$ cat src/rtl/audio_pkg.sv
// Shared types for the two-clip voice recorder sequencer.
package audio_pkg;

    localparam int NUM_CLIPS = 2;
    localparam int ADDR_W    = 17;
    localparam int CLIP_W    = (NUM_CLIPS > 1) ? $clog2(NUM_CLIPS) : 1;

    typedef logic [CLIP_W-1:0] clip_idx_t;

    typedef enum logic [1:0] {
        IDLE = 2'd0,
        REC  = 2'd1,
        PLAY = 2'd2,
        HOLD = 2'd3
    } seq_state_e;

endpackage

$ cat src/rtl/audio_clip_sequencer_addr_gen.sv
// Shared BRAM address counter with clear, increment and terminal compare (addr == limit-1).
module clip_addr_gen #(
    parameter int ADDR_W = 17
) (
    input  logic              clock,
    input  logic              reset,
    input  logic              clear,
    input  logic              inc,
    input  logic [ADDR_W:0]   limit,
    output logic [ADDR_W-1:0] addr,
    output logic              at_term
);

    logic [ADDR_W-1:0] addr_q;
    logic [ADDR_W-1:0] addr_d;

    always_comb begin
        addr_d = addr_q;
        if (clear) begin
            addr_d = '0;
        end else if (inc) begin
            addr_d = addr_q + 1'b1;
        end
    end

    always_ff @(posedge clock) begin
        if (!reset) begin
            addr_q <= '0;
        end else begin
            addr_q <= addr_d;
        end
    end

    assign addr    = addr_q;
    assign at_term = ({1'b0, addr_q} == (limit - 1'b1));

endmodule

$ cat src/rtl/audio_clip_sequencer.sv
// Record/playback sequencer owning the per-clip BRAM enables, shared address and clip lengths.
// Build option: define LOOP_PLAYBACK_EN to wrap playback at end of clip while play is held.
//
// state | meaning
// IDLE  | waiting for a button; record beats play
// REC   | deserializer running, each des_done writes one sample
// PLAY  | serializer running, each ser_done advances the read address
// HOLD  | enables off until both buttons are released
module audio_clip_sequencer #(
    parameter int NUM_CLIPS   = 2,
    parameter int ADDR_W      = 17,
    parameter int MAX_SAMPLES = 2**ADDR_W
) (
    input  logic                         clock,
    input  logic                         reset,
    input  logic                         play_req,
    input  logic                         record_req,
    input  logic [$clog2(NUM_CLIPS)-1:0] clip_play_num,
    input  logic [$clog2(NUM_CLIPS)-1:0] clip_rec_num,
    input  logic                         des_done,
    input  logic                         ser_done,
    output logic                         des_enable,
    output logic                         ser_enable,
    output logic [NUM_CLIPS-1:0]         mem_en,
    output logic [NUM_CLIPS-1:0]         mem_wen,
    output logic [ADDR_W-1:0]            mem_addr,
    output logic [$clog2(NUM_CLIPS)-1:0] play_sel,
    output logic [NUM_CLIPS-1:0]         clip_valid,
    output logic                         busy
);

    import audio_pkg::*;

    localparam int CW = $clog2(NUM_CLIPS);
    localparam int LW = ADDR_W + 1;

    seq_state_e      state_q, state_d;
    logic [CW-1:0]   clip_q, clip_d;
    logic [LW-1:0]   len_q [NUM_CLIPS];
    logic [LW-1:0]   len_d [NUM_CLIPS];

    logic              addr_clr;
    logic              addr_inc;
    logic [LW-1:0]     addr_limit;
    logic [ADDR_W-1:0] addr;
    logic              addr_term;

    clip_addr_gen #(
        .ADDR_W (ADDR_W)
    ) u_addr_gen (
        .clock   (clock),
        .reset   (reset),
        .clear   (addr_clr),
        .inc     (addr_inc),
        .limit   (addr_limit),
        .addr    (addr),
        .at_term (addr_term)
    );

    always_comb begin
        state_d    = state_q;
        clip_d     = clip_q;
        len_d      = len_q;
        addr_clr   = 1'b0;
        addr_inc   = 1'b0;
        addr_limit = LW'(MAX_SAMPLES);
        des_enable = 1'b0;
        ser_enable = 1'b0;
        mem_en     = '0;
        mem_wen    = '0;
        mem_addr   = '0;
        play_sel   = '0;

        case (state_q)
            IDLE: begin
                if (record_req) begin
                    state_d              = REC;
                    clip_d               = clip_rec_num;
                    addr_clr             = 1'b1;
                    len_d[clip_rec_num]  = '0;
                end else if (play_req && (len_q[clip_play_num] != '0)) begin
                    state_d  = PLAY;
                    clip_d   = clip_play_num;
                    addr_clr = 1'b1;
                end
            end

            REC: begin
                des_enable     = 1'b1;
                mem_en[clip_q] = 1'b1;
                mem_addr       = addr;
                if (des_done) begin
                    mem_wen[clip_q] = 1'b1;
                    addr_inc        = !addr_term;
                end
                // A sample arriving with the button release is still counted.
                if (!record_req || (des_done && addr_term)) begin
                    state_d       = HOLD;
                    len_d[clip_q] = {1'b0, addr} + LW'(des_done);
                end
            end

            PLAY: begin
                addr_limit     = len_q[clip_q];
                ser_enable     = 1'b1;
                mem_en[clip_q] = 1'b1;
                mem_addr       = addr;
                play_sel       = clip_q;
                if (!play_req || record_req) begin
                    state_d = HOLD;
                end else if (ser_done) begin
                    if (addr_term) begin
`ifdef LOOP_PLAYBACK_EN
                        addr_clr = 1'b1;
`else
                        state_d = HOLD;
`endif
                    end else begin
                        addr_inc = 1'b1;
                    end
                end
            end

            HOLD: begin
                if (!play_req && !record_req) begin
                    state_d = IDLE;
                end
            end

            default: state_d = IDLE;
        endcase
    end

    always_ff @(posedge clock) begin
        if (!reset) begin
            state_q <= IDLE;
            clip_q  <= '0;
            for (int i = 0; i < NUM_CLIPS; i++) begin
                len_q[i] <= '0;
            end
        end else begin
            state_q <= state_d;
            clip_q  <= clip_d;
            len_q   <= len_d;
        end
    end

    always_comb begin
        for (int i = 0; i < NUM_CLIPS; i++) begin
            clip_valid[i] = (len_q[i] != '0);
        end
    end

    assign busy = (state_q != IDLE);

endmodule

$ cat config.mk
export PLATFORM = sky130hd
export DESIGN_NAME = audio_clip_sequencer
export DESIGN_NICKNAME = d
export VERILOG_FILES = /design/src/rtl/audio_pkg.sv /design/src/rtl/audio_clip_sequencer_addr_gen.sv /design/src/rtl/audio_clip_sequencer.sv
export SDC_FILE = /design/constraint.sdc
export NUM_CORES = 1
export LEC_CHECK = 0
export ABC_AREA = 1
export ABC_CLOCK_PERIOD_IN_PS = 4050
export CAP_MARGIN = 5
export CORE_UTILIZATION = 60
export CTS_CLUSTER_DIAMETER = 100
export CTS_CLUSTER_SIZE = 12
export DETAILED_ROUTE_END_ITERATION = 10
export PLACE_DENSITY = 0.88
export RECOVER_POWER = 100
export SYNTH_ARGS = -nofsm -noshare
export SYNTH_HDL_FRONTEND = slang
export SYNTH_SLANG_ARGS = --single-unit
$ cat constraint.sdc
create_clock -name clock -period 4.05 [get_ports clock]
set_clock_uncertainty 0.05 [all_clocks]
set_input_delay 0.81 -clock clock [delete_from_list [all_inputs] [get_ports clock]]
set_output_delay 0.81 -clock clock [all_outputs]
set_load 0.02 [all_outputs]
==> impl_metrics.tcl <==
set metrics [dict create \
    status "finished clean" \
    start_util_pct 61.67 \
    postCtsHoldBufs 0 \
    cts_buffers 5 \
    drtPass1Iterations 5 \
    slew_headroom_pct 43.49 \
    final_common_cell "nand2_1" \
    required_ns 4.27 \
    ant_nets 0 \
    syn_area_per_cell_sq_um 5.853 \
    grt_start_max_net_pins 36 \
    hold_path.class "register to register" \
    crit_type "register to register" \
    num_rows 32 \
    cts_tree "yes" \
    setup-tns-final_ns 0 \
    clock_sinks 56 \
    cts_buffer_depth 2 \
    fin_util_pct 67.11 \
    cts_max_level 2 \
    r2r_cells 18 \
    cp_slowest_cell "dfxtp_1" \
    yosysWarningCount 0 \
    viasPerCell 5.791 \
    synthAdderAreaFrac_pct 2.111 \
    final_cell_mix "261 x nand2_1, 125 x nor2_1, 105 x inv_1" \
    synth-xor-area-share_pct 4.249 \
    synth-seq-cells 56 \
    synthCells 810 \
    synthTopCellsByArea "dfxtp_1 24%, nand2_1 21%, nor2_1 9.8%, inv_1 8.3%, nand3_1 5.0%" \
    end_kind "register" \
    cts-root-buf "clkbuf_8" \
    cap_violations 0 \
    synth_area_leader_cell "dfxtp_1" \
    synth_area_sq_mm 0.004741 \
    cp_cell_sequence "inv_1 > ha_1 > buf_4 > nand3_1 > nand2_1 > nor2_1 > nand2_1 > nand3_1 > nand2_1 > nor2_1 > nand2_1 > nor2_1 > nand3_1 > nand2_4 > nand3_4 > nand2_1 > nand2_1 > nor2_1" \
    die_y_um 90.89 \
    drt_wl_total_um 14510 \
    min_period_ns 3.468 \
    antenna_found_initial 0 \
    p_leak_uw 0.002546 \
    diodes 0 \
    drc 0 \
    fp.dieW_um 90.89 \
    drt_iter0_drc 476 \
    cpMostUsedCell "nand2_1" \
    portBuffers 34 \
    cts.repair.resized 0 \
    crit_family "simple AND/OR/NAND/NOR gates" \
    cts_setup_buffers 0 \
    rsz0062_at_grt "false" \
    path_max_fanout 33 \
    grt_overflow_total 0 \
    gp_congestion 0.9783 \
    fmax_mhz 288.3 \
    start_kind "register" \
    synth-simple-area-share_pct 47.00 \
    drv_slew 0 \
    synth_top_area_share_pct 23.65 \
    core_area_sq_mm 0.007687 \
    dp_hpwl_um 11160 \
    area_growth_pct 8.815 \
    grt_pass1_wl_um 23620 \
    die_area_sq_mm 0.008261 \
    worst_path_largest_cell_delay_ns 0.38 \
    synth_compound_area_share_pct 10.08 \
    power_density_mw_per_mm2 699.0 \
    synth_top_family_by_area "simple AND/OR/NAND/NOR gates" \
    crit_arrival_ns 3.69 \
    routed-via-count 5368 \
    drive_above_1_share_pct 4.848 \
    setup_violations 0 \
    final.period_utilization_pct 85.64 \
    path_buf_inv 2 \
    synthMuxAreaShare_pct 0 \
    worst-path-stages 18 \
    synth_nets 826 \
    grt_use_total_pct 35.74 \
    whs_path_depth 2 \
    yosysUniqueCellTypes 36 \
    cts.clk_slew.worst_paths_ns 0.12 \
    clk_latency_ns 0.33 \
    io-pin-count 35 \
    nFillCells 733 \
    post_drt_wl_per_cell_um 15.65 \
    hold_viol_final 0 \
    grt_pass1_vias 4916 \
    finalNetCount 840 \
    peakVddDrop_v 0.0004111 \
    worst_pin_slew_ns 0.8451 \
    seq_area_frac_synth_pct 23.65 \
]
==> sequential cells by signal (all words and copies together) (netlist names) <==
signal,count
clip_q,1
len_q,36
state_q,2
u_addr_gen.addr,17
==> final timing paths <==
check                  start        end  slack [ns]
hold reg to reg    len_q[18]  len_q[18]        0.43
setup reg to reg  state_q[0]  len_q[32]        0.58
hold / removal     len_q[18]  len_q[18]        0.43
setup / recovery  state_q[0]  len_q[32]        0.58
==> per-stage QoR <==
step	total power [uW]	cells	instance area [sq um]	setup WS (ns)	hold slack [ns]
CTS	3582	927	5166	0.7269	0.4298
detailed placement	3170	919	5051	0.6474	0.4133
floorplan	2699	810	4741	1.191	0.3890
global placement	3101	919	5051	0.6426	0.4026
global route	3932	927	5159	0.3435	0.4479
finish	3606	927	5159	0.5816	0.4310
==> area by class of cell <==
cell class | count | area (sq um) | area share, %
well taps | 102 | 127.6 | 2.474
clock buffers | 5 | 68.82 | 1.334
repair buffers | 40 | 385.4 | 7.470
inverters | 109 | 409.1 | 7.931
flip-flops and latches | 56 | 1121 | 21.73
multi-input cells | 612 | 3000 | 58.16
clock inverters | 3 | 46.29 | 0.8974
==> layer usage <==
metal	share of wire (%)	wire, um	GRT usage (%)	vias up
met5	0	0	0	-
met2	44	6401	57.95	267
met4	5.3	770	18.92	0
met3	8.9	1284	4.882	61
met1	42	6051	45.96	2427
li1	-	-	-	2613
==> cell usage after synthesis <==
cell / count
and3_1: 2
buf_6: 7
nand3_2: 7
buf_1: 1
nand3_4: 2
nand3b_1: 2
nor4_1: 2
xor2_1: 22
inv_1: 105
nor2_1: 124
o211ai_1: 1
o41ai_1: 2
nor3_1: 14
o32ai_1: 19
buf_4: 5
nand4_1: 27
nor3b_2: 1
nand2_1: 261
nand2_4: 1
o21ai_0: 13
buf_2: 6
xnor2_1: 1
dfxtp_1: 56
o22ai_1: 15
a21oi_1: 18
o21ai_1: 2
ha_1: 8
nor3b_1: 6
nor2_4: 4
clkbuf_1: 14
inv_2: 4
nand3_1: 47
nor2_2: 3
o21bai_1: 2
o211ai_2: 1
nand2_2: 5
==> worst reg2reg max path: stages (launching register included) <==
cell	delay (ns)
dfxtp_1	0.38
inv_1	0.09
ha_1	0.31
buf_4	0.27
nand3_1	0.16
nand2_1	0.17
nor2_1	0.30
nand2_1	0.12
nand3_1	0.12
nand2_1	0.07
nor2_1	0.11
nand2_1	0.06
nor2_1	0.15
nand3_1	0.19
nand2_4	0.18
nand3_4	0.31
nand2_1	0.18
nand2_1	0.07
nor2_1	0.12
==> kinds of logic (layout without fill, tap and decap cells) <==
group / count (synthesis) / count (layout)
adder cells (fa/ha/maj): 8 / 8
AND/OR/NAND/NOR: 508 / 508
AO/OA/AOI/OAI: 73 / 73
flip-flops: 56 / 56
buffers and inverters: 142 / 157
XOR/XNOR: 23 / 23
==> where the power goes <==
part           internal [uW]  leakage, uW  switching, uW
Clock                    188    0.0000600            222
Combinational            748      0.00203           1660
Sequential               717     0.000458           70.0
Power figures use the tool's default switching activity.
